File: config.mk
export PLATFORM = sky130hd
export DESIGN_NAME = controller
export DESIGN_NICKNAME = d
export VERILOG_FILES = /design/src/rtl/controller_pkg.sv /design/src/rtl/controller_if.sv /design/src/rtl/controller_fsm.sv /design/src/rtl/controller.sv
export SDC_FILE = /design/constraint.sdc
export NUM_CORES = 1
export LEC_CHECK = 0
export CAP_MARGIN = 20
export CORE_MARGIN = 1.5
export CORE_UTILIZATION = 37
export CTS_BUF_LIST = sky130_fd_sc_hd__clkbuf_8
export DETAILED_ROUTE_END_ITERATION = 12
export PLACE_DENSITY = 0.83
export SETUP_SLACK_MARGIN = 0.02
export SYNTH_ARGS = -nofsm -noshare
export SYNTH_HDL_FRONTEND = slang
export SYNTH_SLANG_ARGS = --single-unit
File: constraint.sdc
create_clock -name clk -period 2.1 [get_ports clk]
set_clock_uncertainty 0.05 [all_clocks]
set_input_delay 0.42 -clock clk [delete_from_list [all_inputs] [get_ports clk]]
set_output_delay 0.42 -clock clk [all_outputs]
set_load 0.005 [all_outputs]
File: src/rtl/controller_pkg.sv
// Shared definitions for the piRISC multicycle control FSM.
package controller_pkg;

    localparam int unsigned OPC_W   = 7;
    localparam int unsigned F3_W    = 3;
    localparam int unsigned F7_W    = 7;
    localparam int unsigned PCSEL_W = 2;
    localparam int unsigned WBSEL_W = 2;

    // RV32I major opcodes handled by the controller
    localparam logic [OPC_W-1:0] OP_R      = 7'b0110011;
    localparam logic [OPC_W-1:0] OP_IMM    = 7'b0010011;
    localparam logic [OPC_W-1:0] OP_LOAD   = 7'b0000011;
    localparam logic [OPC_W-1:0] OP_STORE  = 7'b0100011;
    localparam logic [OPC_W-1:0] OP_BRANCH = 7'b1100011;
    localparam logic [OPC_W-1:0] OP_JAL    = 7'b1101111;
    localparam logic [OPC_W-1:0] OP_JALR   = 7'b1100111;

    // Only these func7 values form a legal R-type instruction
    localparam logic [F7_W-1:0] F7_BASE = 7'b0000000;
    localparam logic [F7_W-1:0] F7_ALT  = 7'b0100000;

    // PC source select
    localparam logic [PCSEL_W-1:0] PC_PLUS4  = 2'b00;
    localparam logic [PCSEL_W-1:0] PC_BRANCH = 2'b01;
    localparam logic [PCSEL_W-1:0] PC_JALR   = 2'b10;

    // Writeback source select
    localparam logic [WBSEL_W-1:0] WB_ALU = 2'b00;
    localparam logic [WBSEL_W-1:0] WB_MEM = 2'b01;
    localparam logic [WBSEL_W-1:0] WB_PC4 = 2'b10;

    typedef enum logic [3:0] {
        IDLE,
        FETCH,
        DECODE,
        EXEC,
        MEM,
        WB,
        BRANCH,
        JUMP,
        JALR,
        ADVANCE
    } state_t;

    // One-hot (or empty) memory access size
    typedef struct packed {
        logic is_byte;
        logic is_half;
        logic is_word;
    } mem_size_t;

    // Complete control word presented to the datapath
    typedef struct packed {
        logic                 ir_en;
        logic                 pc_en;
        logic [PCSEL_W-1:0]   pc_select;
        logic                 alu_src;
        logic                 reg_write;
        logic [WBSEL_W-1:0]   mem_to_reg;
        mem_size_t            size;
        logic                 mem_read;
        logic                 mem_write;
    } ctrl_t;

    // Access size from func3[1:0]; 11 yields no size, which also suppresses the access
    function automatic mem_size_t size_decode(input logic [1:0] f3_lo);
        mem_size_t s;
        s = '0;
        case (f3_lo)
            2'b00:   s.is_byte = 1'b1;
            2'b01:   s.is_half = 1'b1;
            2'b10:   s.is_word = 1'b1;
            default: s = '0;
        endcase
        return s;
    endfunction

endpackage

File: src/rtl/controller_if.sv
// Control/status bundle between the controller and the datapath.
interface controller_if;
    import controller_pkg::*;

    logic                irEn;
    logic                pcEn;
    logic [PCSEL_W-1:0]  pc_select;
    logic                aluSrc;
    logic                regWrite;
    logic [WBSEL_W-1:0]  memToReg;
    logic                isByte;
    logic                isHalf;
    logic                isWord;
    logic                memRead;
    logic                memWrite;
    logic [F7_W-1:0]     func7;
    logic [F3_W-1:0]     func3;
    logic [OPC_W-1:0]    opcode;
    logic                comparator;
    logic                go_contr;

    // Controller side: drives strobes, observes IR fields and run request
    modport master (
        output irEn, pcEn, pc_select, aluSrc, regWrite, memToReg,
               isByte, isHalf, isWord, memRead, memWrite,
        input  func7, func3, opcode, comparator, go_contr
    );

    // Datapath side: consumes strobes, supplies IR fields and run request
    modport slave (
        input  irEn, pcEn, pc_select, aluSrc, regWrite, memToReg,
               isByte, isHalf, isWord, memRead, memWrite,
        output func7, func3, opcode, comparator, go_contr
    );
endinterface

File: src/rtl/controller_fsm.sv
// Multicycle sequencing FSM: state register plus Moore-style control decode.
module controller_fsm
    import controller_pkg::*;
(
    input  logic            clk,
    input  logic            rst_n,
    controller_if.master    bus
);

    state_t    r_state;
    state_t    w_next;
    state_t    w_done_next;
    ctrl_t     w_ctrl;
    mem_size_t w_size;
    logic      w_size_ok;
    logic      w_is_r;
    logic      w_is_imm;
    logic      w_is_load;
    logic      w_is_store;
    logic      w_is_branch;
    logic      w_is_jal;
    logic      w_is_jalr;
    logic      w_r_ok;
    logic      w_to_exec;
    logic      w_unused_ok;

    // Opcode classification from the held IR fields
    assign w_is_r      = (bus.opcode == OP_R);
    assign w_is_imm    = (bus.opcode == OP_IMM);
    assign w_is_load   = (bus.opcode == OP_LOAD);
    assign w_is_store  = (bus.opcode == OP_STORE);
    assign w_is_branch = (bus.opcode == OP_BRANCH);
    assign w_is_jal    = (bus.opcode == OP_JAL);
    assign w_is_jalr   = (bus.opcode == OP_JALR);
    assign w_r_ok      = (bus.func7 == F7_BASE) || (bus.func7 == F7_ALT);
    assign w_to_exec   = (w_is_r && w_r_ok) || w_is_imm || w_is_load
                       || w_is_store || w_is_branch;

    // Size only depends on func3[1:0]; bit 2 (unsigned load) is a datapath concern
    assign w_size      = size_decode(bus.func3[1:0]);
    assign w_size_ok   = |w_size;
    assign w_unused_ok = bus.func3[2];

    // Where every instruction goes once it completes
    assign w_done_next = bus.go_contr ? FETCH : IDLE;

    // State register; reset forces IDLE immediately, cancelling any pending write
    always_ff @(posedge clk or negedge rst_n) begin
        if (!rst_n) begin
            r_state <= IDLE;
        end else begin
            r_state <= w_next;
        end
    end

    // Next-state decode
    always_comb begin
        w_next = r_state;
        case (r_state)
            IDLE: begin
                if (bus.go_contr) begin
                    w_next = FETCH;
                end
            end
            FETCH: begin
                w_next = DECODE;
            end
            DECODE: begin
                if (w_to_exec) begin
                    w_next = EXEC;
                end else if (w_is_jal) begin
                    w_next = JUMP;
                end else if (w_is_jalr) begin
                    w_next = JALR;
                end else begin
                    w_next = ADVANCE;
                end
            end
            EXEC: begin
                if (w_is_r || w_is_imm) begin
                    w_next = WB;
                end else if (w_is_load || w_is_store) begin
                    w_next = MEM;
                end else if (w_is_branch) begin
                    w_next = BRANCH;
                end else begin
                    // IR changed under us; still retire so the PC moves exactly once
                    w_next = ADVANCE;
                end
            end
            MEM: begin
                w_next = w_is_load ? WB : w_done_next;
            end
            WB, BRANCH, JUMP, JALR, ADVANCE: begin
                w_next = w_done_next;
            end
            default: begin
                w_next = IDLE;
            end
        endcase
    end

    // Control outputs decoded from the current state and IR fields
    always_comb begin
        w_ctrl = '0;
        case (r_state)
            FETCH: begin
                w_ctrl.ir_en = 1'b1;
            end
            EXEC: begin
                w_ctrl.alu_src = !(w_is_r || w_is_branch);
            end
            MEM: begin
                w_ctrl.alu_src = 1'b1;
                w_ctrl.size    = w_size;
                if (w_is_load) begin
                    w_ctrl.mem_read = w_size_ok;
                end else begin
                    // Store retires here
                    w_ctrl.mem_write = w_size_ok && w_is_store;
                    w_ctrl.pc_en     = 1'b1;
                    w_ctrl.pc_select = PC_PLUS4;
                end
            end
            WB: begin
                w_ctrl.reg_write = 1'b1;
                w_ctrl.pc_en     = 1'b1;
                w_ctrl.pc_select = PC_PLUS4;
                w_ctrl.alu_src   = !w_is_r;
                if (w_is_load) begin
                    w_ctrl.mem_to_reg = WB_MEM;
                    w_ctrl.size       = w_size;
                end else begin
                    w_ctrl.mem_to_reg = WB_ALU;
                end
            end
            BRANCH: begin
                w_ctrl.pc_en     = 1'b1;
                w_ctrl.pc_select = bus.comparator ? PC_BRANCH : PC_PLUS4;
            end
            JUMP: begin
                w_ctrl.reg_write  = 1'b1;
                w_ctrl.mem_to_reg = WB_PC4;
                w_ctrl.pc_en      = 1'b1;
                w_ctrl.pc_select  = PC_BRANCH;
            end
            JALR: begin
                w_ctrl.alu_src    = 1'b1;
                w_ctrl.reg_write  = 1'b1;
                w_ctrl.mem_to_reg = WB_PC4;
                w_ctrl.pc_en      = 1'b1;
                w_ctrl.pc_select  = PC_JALR;
            end
            ADVANCE: begin
                w_ctrl.pc_en     = 1'b1;
                w_ctrl.pc_select = PC_PLUS4;
            end
            default: begin
                w_ctrl = '0;
            end
        endcase
    end

    // Drive the bus from the control word
    assign bus.irEn      = w_ctrl.ir_en;
    assign bus.pcEn      = w_ctrl.pc_en;
    assign bus.pc_select = w_ctrl.pc_select;
    assign bus.aluSrc    = w_ctrl.alu_src;
    assign bus.regWrite  = w_ctrl.reg_write;
    assign bus.memToReg  = w_ctrl.mem_to_reg;
    assign bus.isByte    = w_ctrl.size.is_byte;
    assign bus.isHalf    = w_ctrl.size.is_half;
    assign bus.isWord    = w_ctrl.size.is_word;
    assign bus.memRead   = w_ctrl.mem_read;
    assign bus.memWrite  = w_ctrl.mem_write;

endmodule

File: src/rtl/controller.sv
// piRISC RV32I multicycle controller top: fixed port list wrapped around the FSM.
module controller
    import controller_pkg::*;
(
    output logic                irEn,
    output logic                pcEn,
    output logic [PCSEL_W-1:0]  pc_select,
    output logic                aluSrc,
    output logic                regWrite,
    output logic [WBSEL_W-1:0]  memToReg,
    output logic                isByte,
    output logic                isHalf,
    output logic                isWord,
    output logic                memRead,
    output logic                memWrite,
    input  logic [F7_W-1:0]     func7,
    input  logic [F3_W-1:0]     func3,
    input  logic [OPC_W-1:0]    opcode,
    input  logic                comparator,
    input  logic                go_contr,
    input  logic                clk,
    input  logic                reset
);

    controller_if u_bus ();

    // Inbound IR fields and run request
    assign u_bus.func7      = func7;
    assign u_bus.func3      = func3;
    assign u_bus.opcode     = opcode;
    assign u_bus.comparator = comparator;
    assign u_bus.go_contr   = go_contr;

    // Outbound control strobes
    assign irEn      = u_bus.irEn;
    assign pcEn      = u_bus.pcEn;
    assign pc_select = u_bus.pc_select;
    assign aluSrc    = u_bus.aluSrc;
    assign regWrite  = u_bus.regWrite;
    assign memToReg  = u_bus.memToReg;
    assign isByte    = u_bus.isByte;
    assign isHalf    = u_bus.isHalf;
    assign isWord    = u_bus.isWord;
    assign memRead   = u_bus.memRead;
    assign memWrite  = u_bus.memWrite;

    controller_fsm u_fsm (
        .clk   (clk),
        .rst_n (reset),
        .bus   (u_bus.master)
    );

endmodule

==> results.toml <==
[synthesis]
syn_area_um2 = 546
synth_edf_count = 0
syn_area_per_cell_um2 = 7.08
synthTopCellsByArea = "dfrtp_1 (18%), nor2_1 (8.3%), nand2b_1 (4.6%)"
ys_top_cells_by_count = "nor2_1 (12), nand2_1 (6), dfrtp_1 (4), nand2b_1 (4), o22ai_1 (4)"
yosysTopAreaCell = "dfrtp_1"
yosysMostFrequentCell = "nor2_1"
synth-seq-cells = 4
synth_top_area_share_pct = 18.3
yosysWarnings = 0
synth-main-ff-cell = "dfrtp_1"
syn_nets = 98
syn_inst = 77
synthArstFlopShare_pct = 100
synth.distinct_cells = 35
ys_seq_area_share_pct = 18.3

[layout]
largest_register = "u_fsm.r_state"
diodes = 0
postLayoutCellArea_um2 = 1150
syn2layout_area_growth_pct = 112
drive_above_1_share_pct = 46.2
reg_top3 = "u_fsm.r_state (4)"
largest_register_ffs = 4
nets = 155

[outcome]
violations = "negative setup slack"
status = "complete, but fails checks"

[die]
rows = 13
die_height_um = 41.4
dieArea_um2 = 1710
fp.coreArea_um2 = 1330
die_x_um = 41.4
start_util_pct = 40.9
io_pins = 34

[worst_setup_path]
path_depth = 4
path_class = "register to output pin"
crit_buf_inv = 1
worstPathArrival_ns = 1.90
cp_cell_sequence = "or4b_4 > a21o_1 > nor4_2 > buf_2"
reg2reg_depth = 4
critical_path.endpoint_type = "output pin"
crit_required_ns = 1.63
crit_path_start_kind = "register"
cp_slowest_cell = "or4b_4"
cp_top_family = "simple AND/OR/NAND/NOR gates"
max_stage_delay_ns = 0.59
worstPathMaxFanout = 4

[detailed_routing]
firstDrtPassIters = 4
vias = 977
via_per_inst = 6.65
drc_errors = 0
wl_per_cell_um = 21.3
ant_nets = 0
drt_iter0_drc = 57
wl_mm = 3.13

[global_routing]
grt_antenna_before_repair = 0
grt-ovfl-total = 0
grt_usage_pct = 37.7
top_usage_layer = "met2"
grt_max_degree = 14
grt_pass1_vias = 840
grt_use_met2_pct = 64.8
met1_usage_pct = 42.8
grt_use_met3_pct = 6.91
grt_pass1_wl_mm = 4.08

[power_and_ir_drop]
power_w = 0.000893
cellPowerDensity_nw_per_um2 = 774
leakagePower_nw = 0.506
vdd_drop_max_mv = 0.593

[clock_network]
cts_sinks = 4
cts_tree = "yes"
cts_hold_buf = 0
clkTransAtPathRegs_ns = 0.04
cts_buffers = 3
ctsHtreeMaxLevel = 1
insertion_delay_ns = 0.22
root_buffer = "clkbuf_8"
cts.path.max_buffers = 2

[place]
dp_hpwl_mm = 1.56
port_buffers = 31
dpl_cell_area_um2 = 1010
gp_congestion = 0.856

[timing]
slew_headroom_pct = 75.4
fin_crit_ns = 2.37
finalHoldViolCount = 0
drv_slew = 0
tightest_slew_ns = 0.367
setup_ws_ns = -0.265
rsz0062_at_grt = "true"
setup_violations = 7
fmax_mhz = 423
fin_crit_sh_pct = 113

[worst_hold_path]
min_path_type = "input pin to asynchronous set/reset pin"

[job]
maxCapViolations = 0
-- cells by family (layout without fill, tap and decap cells) --
kind of cell | after synthesis | in the layout | share of synthesized area (%)
compound gates | 22 | 22 | 27.5
xor+xnor | 1 | 1 | 1.61
buf+inv | 7 | 62 | 6.88
flops | 4 | 4 | 18.3
simple gates | 43 | 43 | 45.6
-- layer usage --
layer | up-vias | share of wire, % | wire length [µm]
met5 | - | 0 | 0
met4 | 0 | 7.7 | 242
met3 | 38 | 11 | 335
met2 | 109 | 47 | 1480
met1 | 425 | 34 | 1070
li1 | 405 | - | -
-- cell usage in the layout (no fill, tap or decap), types with 3 or more instances in the layout --
master	instances
nand2_1	6
nor2b_1	3
clkbuf_8	3
o22ai_1	3
clkbuf_2	3
clkdlybuf4s50_1	11
buf_6	7
nor2_1	9
dfrtp_1	4
buf_2	9
dlygate4sd2_1	4
nand2b_1	3
buf_4	21
nor2_2	3
-- report_power, final --
part	leakage, nW	switching, W	internal [W]
Sequential	0.0520	0.0000228	0.000105
Combinational	0.432	0.000313	0.000279
Clock	0.0216	0.0000508	0.000123
Total	0.506	0.000387	0.000507
-- timing repair --
item / 4_1_cts / 5_1_grt
buffers inserted: 3 / 2
pin swaps: 7 / 7
setup endpoints to repair: 12 / 10
gates resized for setup: 69 / 20
endpoints found under the hold margin: 0 / 0
-- layout make-up --
cell class | count | area (µm²)
sequential | 4 | 100
timing repair buffer | 57 | 464
fill | 78 | 179
multi-input combinational | 66 | 523
clock buffer | 3 | 41.3
tap | 15 | 18.8
inverter | 2 | 7.51
-- per-stage QoR --
stage                     utilization, %  worst slack, ns  TNS [ns]  hold WS [ns]  cells
final                               86.6           -0.265    -0.777         0.361    147
after global routing                86.6           -0.322     -1.20         0.377    147
after CTS                           82.3           -0.187    -0.831         0.368    146
after detailed placement            75.7           -0.903     -5.52         0.574    140
after global placement              75.7           -0.774     -5.14         0.564    140
after floorplan                        -           0.0262         0        0.0744     77
-- worst reg2reg max path, cell delays in order, from the launching register on --
cell     delay, ns
dfrtp_1       0.38
or4b_4        0.59
or4_1         0.55
a21oi_2       0.19
o31a_1        0.21
-- final timing paths --
path	from	endpoint	slack (ns)
max	u_fsm.r_state[3]$_DFFE_PN0P_	memWrite	-0.27
min	reset	u_fsm.r_state[1]$_DFFE_PN0P_	0.36
max reg2reg	u_fsm.r_state[3]$_DFFE_PN0P_	u_fsm.r_state[0]$_DFFE_PN0P_	0.05
min reg2reg	u_fsm.r_state[3]$_DFFE_PN0P_	u_fsm.r_state[2]$_DFFE_PN0P_	0.63
max in group asynchronous	reset	u_fsm.r_state[3]$_DFFE_PN0P_	1.45
min in group clk	u_fsm.r_state[3]$_DFFE_PN0P_	u_fsm.r_state[2]$_DFFE_PN0P_	0.63
Power figures use the tool's default switching activity.
